**config.mk**
```make
export PLATFORM = sky130hd
export DESIGN_NAME = cache_wb_reader_flat
export DESIGN_NICKNAME = d
export VERILOG_FILES = /design/src/rtl/cache_wb_reader_if.sv /design/src/rtl/cache_wb_reader.sv /design/src/flat_wrapper.sv
export SDC_FILE = /design/constraint.sdc
export NUM_CORES = 1
export LEC_CHECK = 0
export ABC_AREA = 1
export CAP_MARGIN = 10
export CORE_MARGIN = 2
export CORE_UTILIZATION = 40
export DETAILED_ROUTE_END_ITERATION = 6
export PLACE_DENSITY = 0.76
export SLEW_MARGIN = 20
export SYNTH_ARGS = -nofsm -noshare
export SYNTH_HDL_FRONTEND = slang
export SYNTH_SLANG_ARGS = --single-unit
```
**constraint.sdc**
```tcl
create_clock -name clock -period 4 [get_ports clock]
set_input_delay 0.4 -clock clock [delete_from_list [all_inputs] [get_ports clock]]
set_output_delay 0.4 -clock clock [all_outputs]
set_load 0.05 [all_outputs]
```
**src/rtl/cache_wb_reader_if.sv**
```systemverilog
`default_nettype none
// ============================================================================
//  Module      : cache_wb_reader_if
//  Description : RAM read port and SDRAM write-burst channel of the
//                cache write-back reader.
//  Revision    : 1.0  initial release
// ============================================================================
interface cache_wb_reader_if #(
    parameter int ADDR_W = 10
) ();
    logic [ADDR_W-1:0] ram_addr;
    logic [31:0]       ram_q;
    logic              wb_req;
    logic              wb_ack;
    logic [15:0]       wb_data;
    logic [1:0]        wb_dqm;
    logic              wb_last;

    modport master (
        output ram_addr, wb_req, wb_data, wb_dqm, wb_last,
        input  ram_q, wb_ack
    );

    modport slave (
        input  ram_addr, wb_req, wb_data, wb_dqm, wb_last,
        output ram_q, wb_ack
    );
endinterface
`default_nettype wire

```
**src/rtl/cache_wb_reader.sv**
```systemverilog
`default_nettype none
// ============================================================================
//  Module      : cache_wb_reader
//  Description : Reads one dirty cache line from the data RAM and streams it
//                to the SDRAM controller as a masked 16-bit write burst.
//  Revision    : 1.0  initial release
// ============================================================================
module cache_wb_reader #(
    parameter int ADDR_W = 10,
    parameter int LINE_W = 2
) (
    input  logic                     clock,
    input  logic                     reset_n,
    input  logic                     start,
    input  logic [ADDR_W-LINE_W-1:0] line_idx,
    input  logic [(4<<LINE_W)-1:0]   dirty_mask,
    output logic                     busy,
    output logic                     done,
    cache_wb_reader_if.master        bus
);

    localparam int IDX_W = ADDR_W - LINE_W;
    localparam int MSK_W = 4 << LINE_W;
    localparam logic [LINE_W-1:0] c_LAST  = '1;
    localparam logic [LINE_W-1:0] c_WORD1 = LINE_W'(1);

    typedef enum logic [2:0] {
        S_IDLE  = 3'd0,
        S_FETCH = 3'd1,
        S_HI    = 3'd2,
        S_LO    = 3'd3,
        S_FIN   = 3'd4
    } state_t;

    state_t              r_state, w_state_nxt;
    logic [IDX_W-1:0]    r_base,  w_base_nxt;
    logic [MSK_W-1:0]    r_mask,  w_mask_nxt;
    logic [31:0]         r_buf,   w_buf_nxt;
    logic [LINE_W-1:0]   r_n,     w_n_nxt;
    logic [ADDR_W-1:0]   r_addr,  w_addr_nxt;
    logic                r_busy,  w_busy_nxt;
    logic                r_done,  w_done_nxt;

    logic [LINE_W-1:0]   w_n_p1, w_n_p2;
    logic [3:0]          w_word_mask;

    always_ff @(posedge clock or negedge reset_n) begin
        if (!reset_n) begin
            r_state <= S_IDLE;
            r_base  <= '0;
            r_mask  <= '0;
            r_buf   <= '0;
            r_n     <= '0;
            r_addr  <= '0;
            r_busy  <= 1'b0;
            r_done  <= 1'b0;
        end else begin
            r_state <= w_state_nxt;
            r_base  <= w_base_nxt;
            r_mask  <= w_mask_nxt;
            r_buf   <= w_buf_nxt;
            r_n     <= w_n_nxt;
            r_addr  <= w_addr_nxt;
            r_busy  <= w_busy_nxt;
            r_done  <= w_done_nxt;
        end
    end

    assign w_n_p1 = r_n + 1'b1;
    assign w_n_p2 = w_n_p1 + 1'b1;

    always_comb begin
        w_state_nxt = r_state;
        w_base_nxt  = r_base;
        w_mask_nxt  = r_mask;
        w_buf_nxt   = r_buf;
        w_n_nxt     = r_n;
        w_addr_nxt  = r_addr;
        w_busy_nxt  = r_busy;
        w_done_nxt  = 1'b0;

        unique case (r_state)
            S_IDLE: begin
                if (start) begin
                    w_base_nxt  = line_idx;
                    w_mask_nxt  = dirty_mask;
                    w_addr_nxt  = {line_idx, {LINE_W{1'b0}}};
                    w_n_nxt     = '0;
                    w_busy_nxt  = 1'b1;
                    w_state_nxt = (dirty_mask == '0) ? S_FIN : S_FETCH;
                end
            end
            S_FETCH: begin
                // Word 0 arrives now; point the RAM at word 1 so it is ready
                // before the first LO beat can be acknowledged.
                w_buf_nxt   = bus.ram_q;
                w_addr_nxt  = {r_base, c_WORD1};
                w_state_nxt = S_HI;
            end
            S_HI: begin
                if (bus.wb_ack) begin
                    w_state_nxt = S_LO;
                end
            end
            S_LO: begin
                if (bus.wb_ack) begin
                    if (r_n == c_LAST) begin
                        w_state_nxt = S_FIN;
                    end else begin
                        w_buf_nxt   = bus.ram_q;
                        w_n_nxt     = w_n_p1;
                        // Prefetch pointer stops at the final word of the line.
                        w_addr_nxt  = {r_base, (w_n_p1 == c_LAST) ? c_LAST : w_n_p2};
                        w_state_nxt = S_HI;
                    end
                end
            end
            S_FIN: begin
                w_busy_nxt  = 1'b0;
                w_done_nxt  = 1'b1;
                w_n_nxt     = '0;
                w_state_nxt = S_IDLE;
            end
            default: begin
                w_state_nxt = S_IDLE;
            end
        endcase
    end

    // Beat outputs decode straight from registered state, so they hold while
    // waiting for an ack and collapse the instant reset is asserted.
    assign w_word_mask = r_mask[{r_n, 2'b00} +: 4];

    always_comb begin
        bus.wb_req  = 1'b0;
        bus.wb_data = '0;
        bus.wb_dqm  = '0;
        bus.wb_last = 1'b0;
        if (r_state == S_HI) begin
            bus.wb_req  = 1'b1;
            bus.wb_data = r_buf[31:16];
            bus.wb_dqm  = ~w_word_mask[3:2];
        end else if (r_state == S_LO) begin
            bus.wb_req  = 1'b1;
            bus.wb_data = r_buf[15:0];
            bus.wb_dqm  = ~w_word_mask[1:0];
            bus.wb_last = (r_n == c_LAST);
        end
    end

    assign bus.ram_addr = r_addr;
    assign busy         = r_busy;
    assign done         = r_done;

endmodule
`default_nettype wire
```
**src/flat_wrapper.sv**
```systemverilog
// flat-port wrapper written by rule: the top's interface ports become plain ports
module cache_wb_reader_flat 
#(
    parameter int ADDR_W = 10,
    parameter int LINE_W = 2
)
  (clock, reset_n, start, line_idx, dirty_mask, busy, done, bus_ram_addr, bus_wb_req, bus_wb_data, bus_wb_dqm, bus_wb_last, bus_ram_q, bus_wb_ack);
  cache_wb_reader_if #(.ADDR_W(ADDR_W)) bus_i ();
  input  logic clock;
  input  logic reset_n;
  input  logic start;
  input  logic [ADDR_W-LINE_W-1:0] line_idx;
  input  logic [(4<<LINE_W)-1:0] dirty_mask;
  output logic busy;
  output logic done;
  output wire logic [$bits(bus_i.ram_addr)-1:0] bus_ram_addr;
  output wire logic [$bits(bus_i.wb_req)-1:0] bus_wb_req;
  output wire logic [$bits(bus_i.wb_data)-1:0] bus_wb_data;
  output wire logic [$bits(bus_i.wb_dqm)-1:0] bus_wb_dqm;
  output wire logic [$bits(bus_i.wb_last)-1:0] bus_wb_last;
  input wire logic [$bits(bus_i.ram_q)-1:0] bus_ram_q;
  input wire logic [$bits(bus_i.wb_ack)-1:0] bus_wb_ack;
  assign bus_ram_addr = bus_i.ram_addr;
  assign bus_wb_req = bus_i.wb_req;
  assign bus_wb_data = bus_i.wb_data;
  assign bus_wb_dqm = bus_i.wb_dqm;
  assign bus_wb_last = bus_i.wb_last;
  assign bus_i.ram_q = bus_ram_q;
  assign bus_i.wb_ack = bus_wb_ack;
  cache_wb_reader #(.ADDR_W(ADDR_W), .LINE_W(LINE_W)) u_core (.clock(clock), .reset_n(reset_n), .start(start), .line_idx(line_idx), .dirty_mask(dirty_mask), .busy(busy), .done(done), .bus(bus_i));
endmodule
```
# Word level (Yosys, flattened, before mapping)
# Index checks and enable logic that the tools add are counted.
# Widths: inputs -> output; s select.
# classes
shift	1
muxes	29
n_bitwise	2
n_reduce_logical	12
eq_ne	10
add_sub_neg	2
# op_table
op	n
$mux 32	2
$pmux 32 s2	1
$mux 16	2
$mux 10	3
$pmux 10 s3	1
$logic_not 16->1	1
$shiftx 16x5->4	1
$mux 3	5
$mux 2	6
$pmux 3 s4	1
$ne 2x2->1 const B	4
$reduce_and 4->1	2
$eq 3x2->1 const B	2
$mux 1	6
$pmux 2 s3	1
$reduce_and 3->1	2
$reduce_bool 3->1	2
$add 2x1->2 const B	2
$eq 2x2->1 const B	2
$not 2->2	2
$reduce_and 2->1	2
$reduce_bool 2->1	2
$eq 3x1->1 const B	1
$eq 3x3->1 const B	1
other kinds (2)	2
# word_totals
out_inout_bits	32
in_bits	60
ff_bits	73

# Longest topological paths before layout
# Gate-level depths: netlist (run 1).
# logic_depth
depth_word	6
depth_mapped	9
ltp_nobuf	9

# Least setup slack after synthesis (run 1)
# Ideal clock, no wire load.
# synth_path
path_kind	reg2out
startpoint	register u_core.r_n[0]
endpoint	output port bus_wb_dqm[0]
stages_incl_launch_ff	6
t_arrival_ns	2.072
path_buffers	1
setup_slack_ns	1.528
cell_sequence	dfrtp_1 -> buf_2 -> or2_2 -> o211ai_1 -> o21ai_0 -> o21ai_0
# synth_between
elab_chain_cells	4
elab_cells_between_ends	5
# synth_rtl
item	line	text
start, declared	cache_wb_reader.sv:39	logic [LINE_W-1:0] r_n, w_n_nxt;
start signal, assigned	cache_wb_reader.sv:62	r_n <= w_n_nxt;
$shiftx 16x5->4 *	cache_wb_reader.sv:132	assign w_word_mask = r_mask[{r_n, 2'b00} +: 4];
$not 2->2	cache_wb_reader.sv:146	bus.wb_dqm = ~w_word_mask[1:0];
$mux 2	cache_wb_reader.sv:143	end else if (r_state == S_LO) begin
$mux 2 *	cache_wb_reader.sv:139	if (r_state == S_HI) begin
end, declared	flat_wrapper.sv:19	output wire logic [$bits(bus_i.wb_dqm)-1:0] bus_wb_dqm;
# Mark *: on every way between the ends. The rest lies on a longest branch, timed or not.

# Worst setup path after layout (run 1)
# layout_path
startpoint	register u_core.r_state[2]
endpoint	output port bus_wb_dqm[1]
# layout_between
elab_chain_cells	3
elab_cells_between_ends	4
# layout_rtl
item	line	text
start, declared	cache_wb_reader.sv:35	state_t r_state, w_state_nxt;
start signal, assigned	cache_wb_reader.sv:58	r_state <= w_state_nxt;
$eq 3x2->1	cache_wb_reader.sv:143	
$mux 2	cache_wb_reader.sv:143	
$mux 2 *	cache_wb_reader.sv:139	
# Marked as above.

==> impl_metrics.csv, run 1 <==
group,metric,value,unit
global_route,gr-usage-all-layers,0.161,
timing,timing.slew.headroom,0.539,
power_and_ir_drop,total_power,4.18,mW
floorplanning,placementRows,34,
cells_and_area,final_nets,569,
cells_and_area,final_cell_count_without_fillers,619,
timing,maxClockFrequency,330,MHz
worst_setup_path,end_kind,"output pin",
synthesis,post_synth_main_area_contributors,"dfrtp_1 51%, nand2_1 14%, inv_1 5.4%",
synthesis,netlist_top_cells_count,"131 x nand2_1, 73 x dfrtp_1, 51 x inv_1",
cells_and_area,regArea,1830,sq um
worst_setup_path,critical_path.slowest_cell,"clkdlybuf4s50_1",
flow_run,maxCapViolations,0,
power_and_ir_drop,ir_drop,0.000646,V
clocking,insertion_delay,330,ps
floorplanning,io_pins,92,
synthesis,synth.most_common_cell,"nand2_1",
worst_setup_path,r2r_setup_slack,2000,ps
synthesis,synth_largest_area_cell,"dfrtp_1",
cells_and_area,antenna-diode-count,0,
placed_design,place_inst,603,
power_and_ir_drop,logic_gate_share_of_total_power,0.562,
run_status,run_status,"finished, final reports clean",
placed_design,io_buffers,91,
power_and_ir_drop,p_sw,2.02,mW
floorplanning,start_util,0.410,
detailed_routing,drt_pre_antenna_iters,4,
global_route,wire_length_of_the_first_global_routing_pass,12900,um
cells_and_area,final_design_area_no_fill,4680,sq um
synthesis,postSynthCellCount,420,
timing,tightest_slew,691,ps
clocking,cts-hold-fix-buffers,0,
clocking,cts_tree,"done",
synthesis,seq_area_frac_synth,0.514,
timing,hold-worst-slack,46.7,ps
synthesis,synth_warnings,0,
timing,part_of_the_cycle_the_worst_path_needs,0.758,
cells_and_area,multi_input_area,1390,sq um
timing,fin_ws,968,ps
power_and_ir_drop,p_sw_frac,0.482,
floorplanning,placeableCoreArea,8680,sq um
clocking,cts.clk_slew.worst_paths,80,ps
cells_and_area,drive_above_1_share,0.0920,
detailed_routing,post_drt_via_cell_ratio,4.76,
timing,setup_repair_after_global_routing_missed_its_margin,"no",
global_route,grt_max_degree,65,
hold_path,hold_path_class,"input port to asynchronous set/reset pin",
synthesis,async_flop_share,1.00,
synthesis,synthesis.area,3560,sq um
detailed_routing,antenna_left,0,
detailed_routing,via_count,2945,
worst_setup_path,cp.buffers_inverters,3,
detailed_routing,routedWlPerCell,12.4,um
worst_setup_path,critPathRequiredTime,3600,ps
worst_setup_path,critical_path.max_fanout,19,
worst_setup_path,r2r-start,"u_core.r_n[0]$_DFFE_PN0P_",
timing,fin_tns_setup,0,ps
clocking,tritoncts_num_sinks,73,
clocking,post_cts_resize_count,0,
worst_setup_path,reg2reg_to,"u_core.r_buf[11]$_DFFE_PN0P_",
timing,setup-violations-final,0,
power_and_ir_drop,static-leakage-power,2.32,nW
floorplanning,design.die.area,9660,sq um
worst_setup_path,cp_data_arrival_time,2630,ps
placed_design,detailed_place_hpwl,5640,um
floorplanning,fp.dieH,98.3,um
timing,final-hold-violation-count,0,
power_and_ir_drop,clockPowerShare,0.134,
synthesis,postSynth.topFlopCell,"dfrtp_1",
worst_setup_path,critical_setup_path_class,"register to output pin",
synthesis,syn-mean-instance-area,8.47,sq um
power_and_ir_drop,pwr-share-seq,0.304,
placed_design,pre_cts_slack,1380,ps
worst_setup_path,path_delay_family,"buffers and inverters",
clocking,clock_tree.htree_level_count,3,
placed_design,placed_area,4480,sq um
worst_setup_path,critical_path.cell_chain,"inv_2 > nand2_4 > nor2_8 > inv_1 > o21ai_0 > clkdlybuf4s50_1",
worst_setup_path,critical_path.startpoint_type,"register",
clocking,cts_max_path_buffers,2,
detailed_routing,post_detailed_route_drc_marker_count,0,
worst_setup_path,reg2regPathDepth,5,
timing,period_minus_slack,3030,ps
synthesis,ys_ff_latch,73,
synthesis,syn-num-nets,483,
clocking,post-cts-setup-buffers,0,
synthesis,synth-edff-count,0,
worst_setup_path,cp_slowest_stage_delay,860,ps
global_route,globalRouteOverflowTotal,0,
cells_and_area,layout.filler_cells,815,
placed_design,place.gp.congestion,0.850,
power_and_ir_drop,cell_internal_pwr,2.16,mW
detailed_routing,wirelength,7690,um
cells_and_area,synthesis_to_finish_area_growth,31.5,%
timing,worst_clock_skew,9.07,ps
power_and_ir_drop,power_per_cell_area,894,nW/um^2
global_route,vias_in_the_first_global_route,2853,
global_route,antenna_found_initial,0,
floorplanning,floorplan.die.width,98.3,um
synthesis,synth_largest_type_area_fraction,0.514,
clocking,cts_made_buffers,9,
clocking,clk_root_buffer_cell,"clkbuf_8",
synthesis,synth_cell_types,25,
detailed_routing,drt_iter0_markers,107,
cells_and_area,finish.utilization,0.539,
timing,report.final.slew_viol_count,0,
-- worst max-delay path by stage --
stage | start | slack (ps) | depth (start not counted) | endpoint
2_1_floorplan | u_core.r_n[0]$_DFFE_PN0P_ | 1530 | 5 | bus_wb_dqm[0]
3_3_place_gp | u_core.r_state[2]$_DFFE_PN0P_ | 1400 | 6 | bus_wb_dqm[1]
3_5_place_dp | u_core.r_state[2]$_DFFE_PN0P_ | 1380 | 6 | bus_wb_dqm[0]
4_1_cts | u_core.r_state[2]$_DFFE_PN0P_ | 980 | 6 | bus_wb_dqm[0]
5_1_grt | u_core.r_n[0]$_DFFE_PN0P_ | 810 | 5 | bus_wb_dqm[1]
6_report | u_core.r_state[2]$_DFFE_PN0P_ | 970 | 6 | bus_wb_dqm[1]
-- cells by family (layout without fill, tap and decap cells) --
group                    count (synthesis)  in the layout  share of synthesized area
flip-flops                              73             73                      0.514
buffers and inverters                   74            165                     0.0964
AO/OA/AOI/OAI                           85             85                      0.150
adder cells (fa/ha/maj)                  3              3                     0.0106
AND/OR/NAND/NOR                        185            185                      0.229
-- final cells by class --
cell class              instances  share of cell area
clock buffers                   9              0.0265
clock inverters                 7              0.0152
inverters                      56              0.0449
multi-input cells             273               0.296
flip-flops and latches         73               0.391
well taps                     108              0.0289
repair buffers                 93               0.197
-- power by group through the flow --
stage / sequential (mW) / clock (mW) / combinational [mW]
after detailed placement: 1.28 / 0 / 2.36
after floorplan: 1.38 / 0 / 1.65
final: 1.27 / 0.560 / 2.35
after global placement: 1.27 / 0 / 2.33
after global routing: 1.31 / 0.605 / 2.54
after CTS: 1.27 / 0.576 / 2.37
-- registers in the layout, indices dropped and copies added, names as in the netlist --
register	cells
u_core.r_base	8
u_core.bus.ram_addr	10
u_core.r_buf	32
u_core.r_n	2
u_core.r_mask	16
u_core.done	1
u_core.r_state	3
u_core.busy	1
-- metal layers --
metal	vias to the layer above	track usage	share of wire
met4	0	0.0537	0.010
met3	7	0.0222	0.032
met1	1368	0.203	0.44
met5	-	0	0
met2	67	0.286	0.52
li1	1503	-	-
-- placed cells by master (no fill, tap or decap) --
| cell | synthesis | layout |
|---|---|---|
| clkinvlp_4 | 0 | 3 |
| o21ai_1 | 30 | 30 |
| nor2_4 | 2 | 2 |
| clkdlybuf4s50_1 | 0 | 90 |
| or2_2 | 2 | 2 |
| nand2_1 | 131 | 131 |
| nand3b_1 | 1 | 1 |
| inv_1 | 51 | 51 |
| o21ai_0 | 17 | 17 |
| bufinv_16 | 0 | 1 |
| buf_4 | 1 | 3 |
| nand3_1 | 21 | 21 |
| clkinv_4 | 0 | 1 |
| nand2_2 | 1 | 1 |
| a21oi_1 | 8 | 8 |
| clkbuf_8 | 0 | 9 |
| nor2_8 | 1 | 1 |
| clkinv_2 | 0 | 2 |
| dfrtp_1 | 73 | 73 |
| ha_1 | 3 | 3 |
| o21ai_2 | 11 | 11 |
| inv_2 | 5 | 5 |
| nor2_1 | 20 | 20 |
| a22o_1 | 16 | 16 |
| nand2_4 | 5 | 5 |
| o211ai_1 | 3 | 3 |
| nand3_4 | 1 | 1 |
Note: power is estimated with default switching activity, not from simulation.
==> run 2: changes to the inputs <==
==> constraint.sdc (replaced) <==
create_clock -name clock -period 3.2 [get_ports clock]
set_input_delay 0.32 -clock clock [delete_from_list [all_inputs] [get_ports clock]]
set_output_delay 0.32 -clock clock [all_outputs]
set_load 0.05 [all_outputs]
==> impl_metrics.csv, run 2 (same netlist as run 1, synthesis figures left out) <==
group,metric,value,unit
run_status,run_status,"finished, final reports clean",
cells_and_area,synthesis_to_finish_area_growth,31.5,%
timing,tightest_slew,903,ps
worst_setup_path,end_kind,"output pin",
detailed_routing,via_count,2970,
timing,period_minus_slack,2920,ps
clocking,cts_max_path_buffers,2,
cells_and_area,antenna-diode-count,0,
timing,worst_clock_skew,8.88,ps
cells_and_area,final_design_area_no_fill,4670,sq um
floorplanning,placeableCoreArea,8680,sq um
timing,final-hold-violation-count,0,
timing,setup_repair_after_global_routing_missed_its_margin,"no",
cells_and_area,drive_above_1_share,0.0920,
detailed_routing,antenna_left,0,
power_and_ir_drop,power_per_cell_area,1120,nW/um^2
detailed_routing,wirelength,7830,um
worst_setup_path,critPathRequiredTime,2880,ps
detailed_routing,post_detailed_route_drc_marker_count,0,
placed_design,detailed_place_hpwl,5670,um
cells_and_area,max_flop_register,"u_core.r_buf",
timing,part_of_the_cycle_the_worst_path_needs,0.911,
clocking,clock_tree.htree_level_count,3,
power_and_ir_drop,ir_drop,0.000742,V
global_route,wire_length_of_the_first_global_routing_pass,13300,um
timing,report.final.slew_viol_count,0,
floorplanning,placementRows,34,
floorplanning,io_pins,92,
clocking,clk_root_buffer_cell,"clkbuf_8",
cells_and_area,final_nets,569,
clocking,cts_made_buffers,9,
clocking,post-cts-setup-buffers,0,
timing,maxClockFrequency,343,MHz
clocking,cts_tree,"done",
global_route,gr-usage-all-layers,0.168,
floorplanning,design.die.area,9660,sq um
flow_run,maxCapViolations,0,
clocking,insertion_delay,340,ps
floorplanning,floorplan.die.width,98.3,um
timing,setup-violations-final,0,
cells_and_area,mostFrequentLayoutCell,"nand2_1",
placed_design,place.gp.congestion,0.848,
detailed_routing,drt_iter0_markers,105,
worst_setup_path,critical_setup_path_class,"register to output pin",
worst_setup_path,critical_path.max_fanout,19,
worst_setup_path,critical_path.startpoint_type,"register",
clocking,post_cts_resize_count,0,
global_route,vias_in_the_first_global_route,2989,
timing,timing.slew.headroom,0.398,
power_and_ir_drop,static-leakage-power,2.33,nW
placed_design,place_inst,603,
floorplanning,fp.dieH,98.3,um
cells_and_area,final_cell_count_without_fillers,619,
detailed_routing,routedWlPerCell,12.7,um
global_route,grt_max_degree,74,
global_route,antenna_found_initial,0,
worst_setup_path,cp_data_arrival_time,2600,ps
detailed_routing,drt_pre_antenna_iters,4,
timing,fin_tns_setup,0,ps
clocking,tritoncts_num_sinks,73,
placed_design,placed_area,4480,sq um
clocking,cts-hold-fix-buffers,0,
clocking,cts.clk_slew.worst_paths,80,ps
cells_and_area,layout.cells.most_common_list,"131 x nand2_1, 90 x clkdlybuf4s50_1, 73 x dfrtp_1",
cells_and_area,largest_register_ffs,32,
worst_setup_path,reg2regPathDepth,4,
hold_path,hold_path_class,"input port to asynchronous set/reset pin",
placed_design,io_buffers,91,
floorplanning,start_util,0.410,
global_route,globalRouteOverflowTotal,0,
detailed_routing,post_drt_via_cell_ratio,4.80,
[run 2: cell count changes in the layout (fill, tap and decap cells not counted)]
| cell | before | now |
|---|---|---|
| clkbuf_8 | 9 | 10 |
| buf_2 | 0 | 1 |
| clkinvlp_4 | 3 | 1 |
| clkinv_4 | 1 | 0 |
| buf_4 | 3 | 2 |
| clkinv_2 | 2 | 4 |
[run 2: per-stage QoR]
stage               utilization  hold slack, ps  setup slack (ps)  power (mW)
detailed placement        0.516             451               672        4.57
global placement          0.516             453               687        4.49
global route              0.539             287               105        5.61
floorplan                     -            24.4               808        3.79
finish                    0.539             184               283        5.24
CTS                       0.539             223               272        5.29
[run 2: path summary, 6_finish.rpt]
check	startpoint	end	slack, ps
worst max-delay path	u_core.r_state[2]$_DFFE_PN0P_	bus_wb_dqm[0]	280
worst min-delay path	reset_n	u_core.r_buf[19]$_DFFE_PN0P_	180
worst max register to register	u_core.r_n[0]$_DFFE_PN0P_	u_core.r_buf[1]$_DFFE_PN0P_	1170
worst min register to register	u_core.r_mask[1]$_DFFE_PN0P_	u_core.r_mask[1]$_DFFE_PN0P_	470
max in group asynchronous	reset_n	u_core.r_base[7]$_DFFE_PN0P_	2410
min in group clock	u_core.r_mask[1]$_DFFE_PN0P_	u_core.r_mask[1]$_DFFE_PN0P_	470
[run 2: final cells by class]
cell class	instances	area [sq um]
sequential	73	1830
clock inverter	6	57.6
fill	824	4000
tap	108	135
timing repair buffer	93	921
multi-input combinational	273	1390
clock buffer	10	138
inverter	56	210
[run 2: report_power, final]
group | switching (mW) | internal [mW] | leakage, nW
Sequential | 0.248 | 1.34 | 0.900
Combinational | 1.94 | 1.00 | 1.33
Clock | 0.326 | 0.376 | 0.102
Total | 2.52 | 2.72 | 2.33
[run 2: worst max-delay path: stages (launching register included)]
cell	delay, ps
dfrtp_1	430
inv_2	130
nand2_4	90
nor2_8	280
inv_1	190
o21ai_0	280
clkdlybuf4s50_1	860
[run 2: metal layers]
| metal | vias up | wire length (um) | part of all wire | track usage |
|---|---|---|---|---|
| met5 | - | 0 | 0 | 0 |
| met2 | 57 | 3990 | 0.51 | 0.294 |
| met1 | 1397 | 3400 | 0.43 | 0.206 |
| li1 | 1501 | - | - | - |
| met3 | 15 | 279 | 0.036 | 0.0329 |
| met4 | 0 | 157 | 0.020 | 0.0622 |
==> run 3: changes to the inputs <==
--- a/config.mk
+++ b/config.mk
@@ -6,7 +6,6 @@
 export NUM_CORES = 1
 export LEC_CHECK = 0
 export ABC_AREA = 1
-export CAP_MARGIN = 10
 export CORE_MARGIN = 2
 export CORE_UTILIZATION = 40
 export DETAILED_ROUTE_END_ITERATION = 6
==> results of run 3 <==
The final DEF is identical to that of run 2; final timing and power are the same.
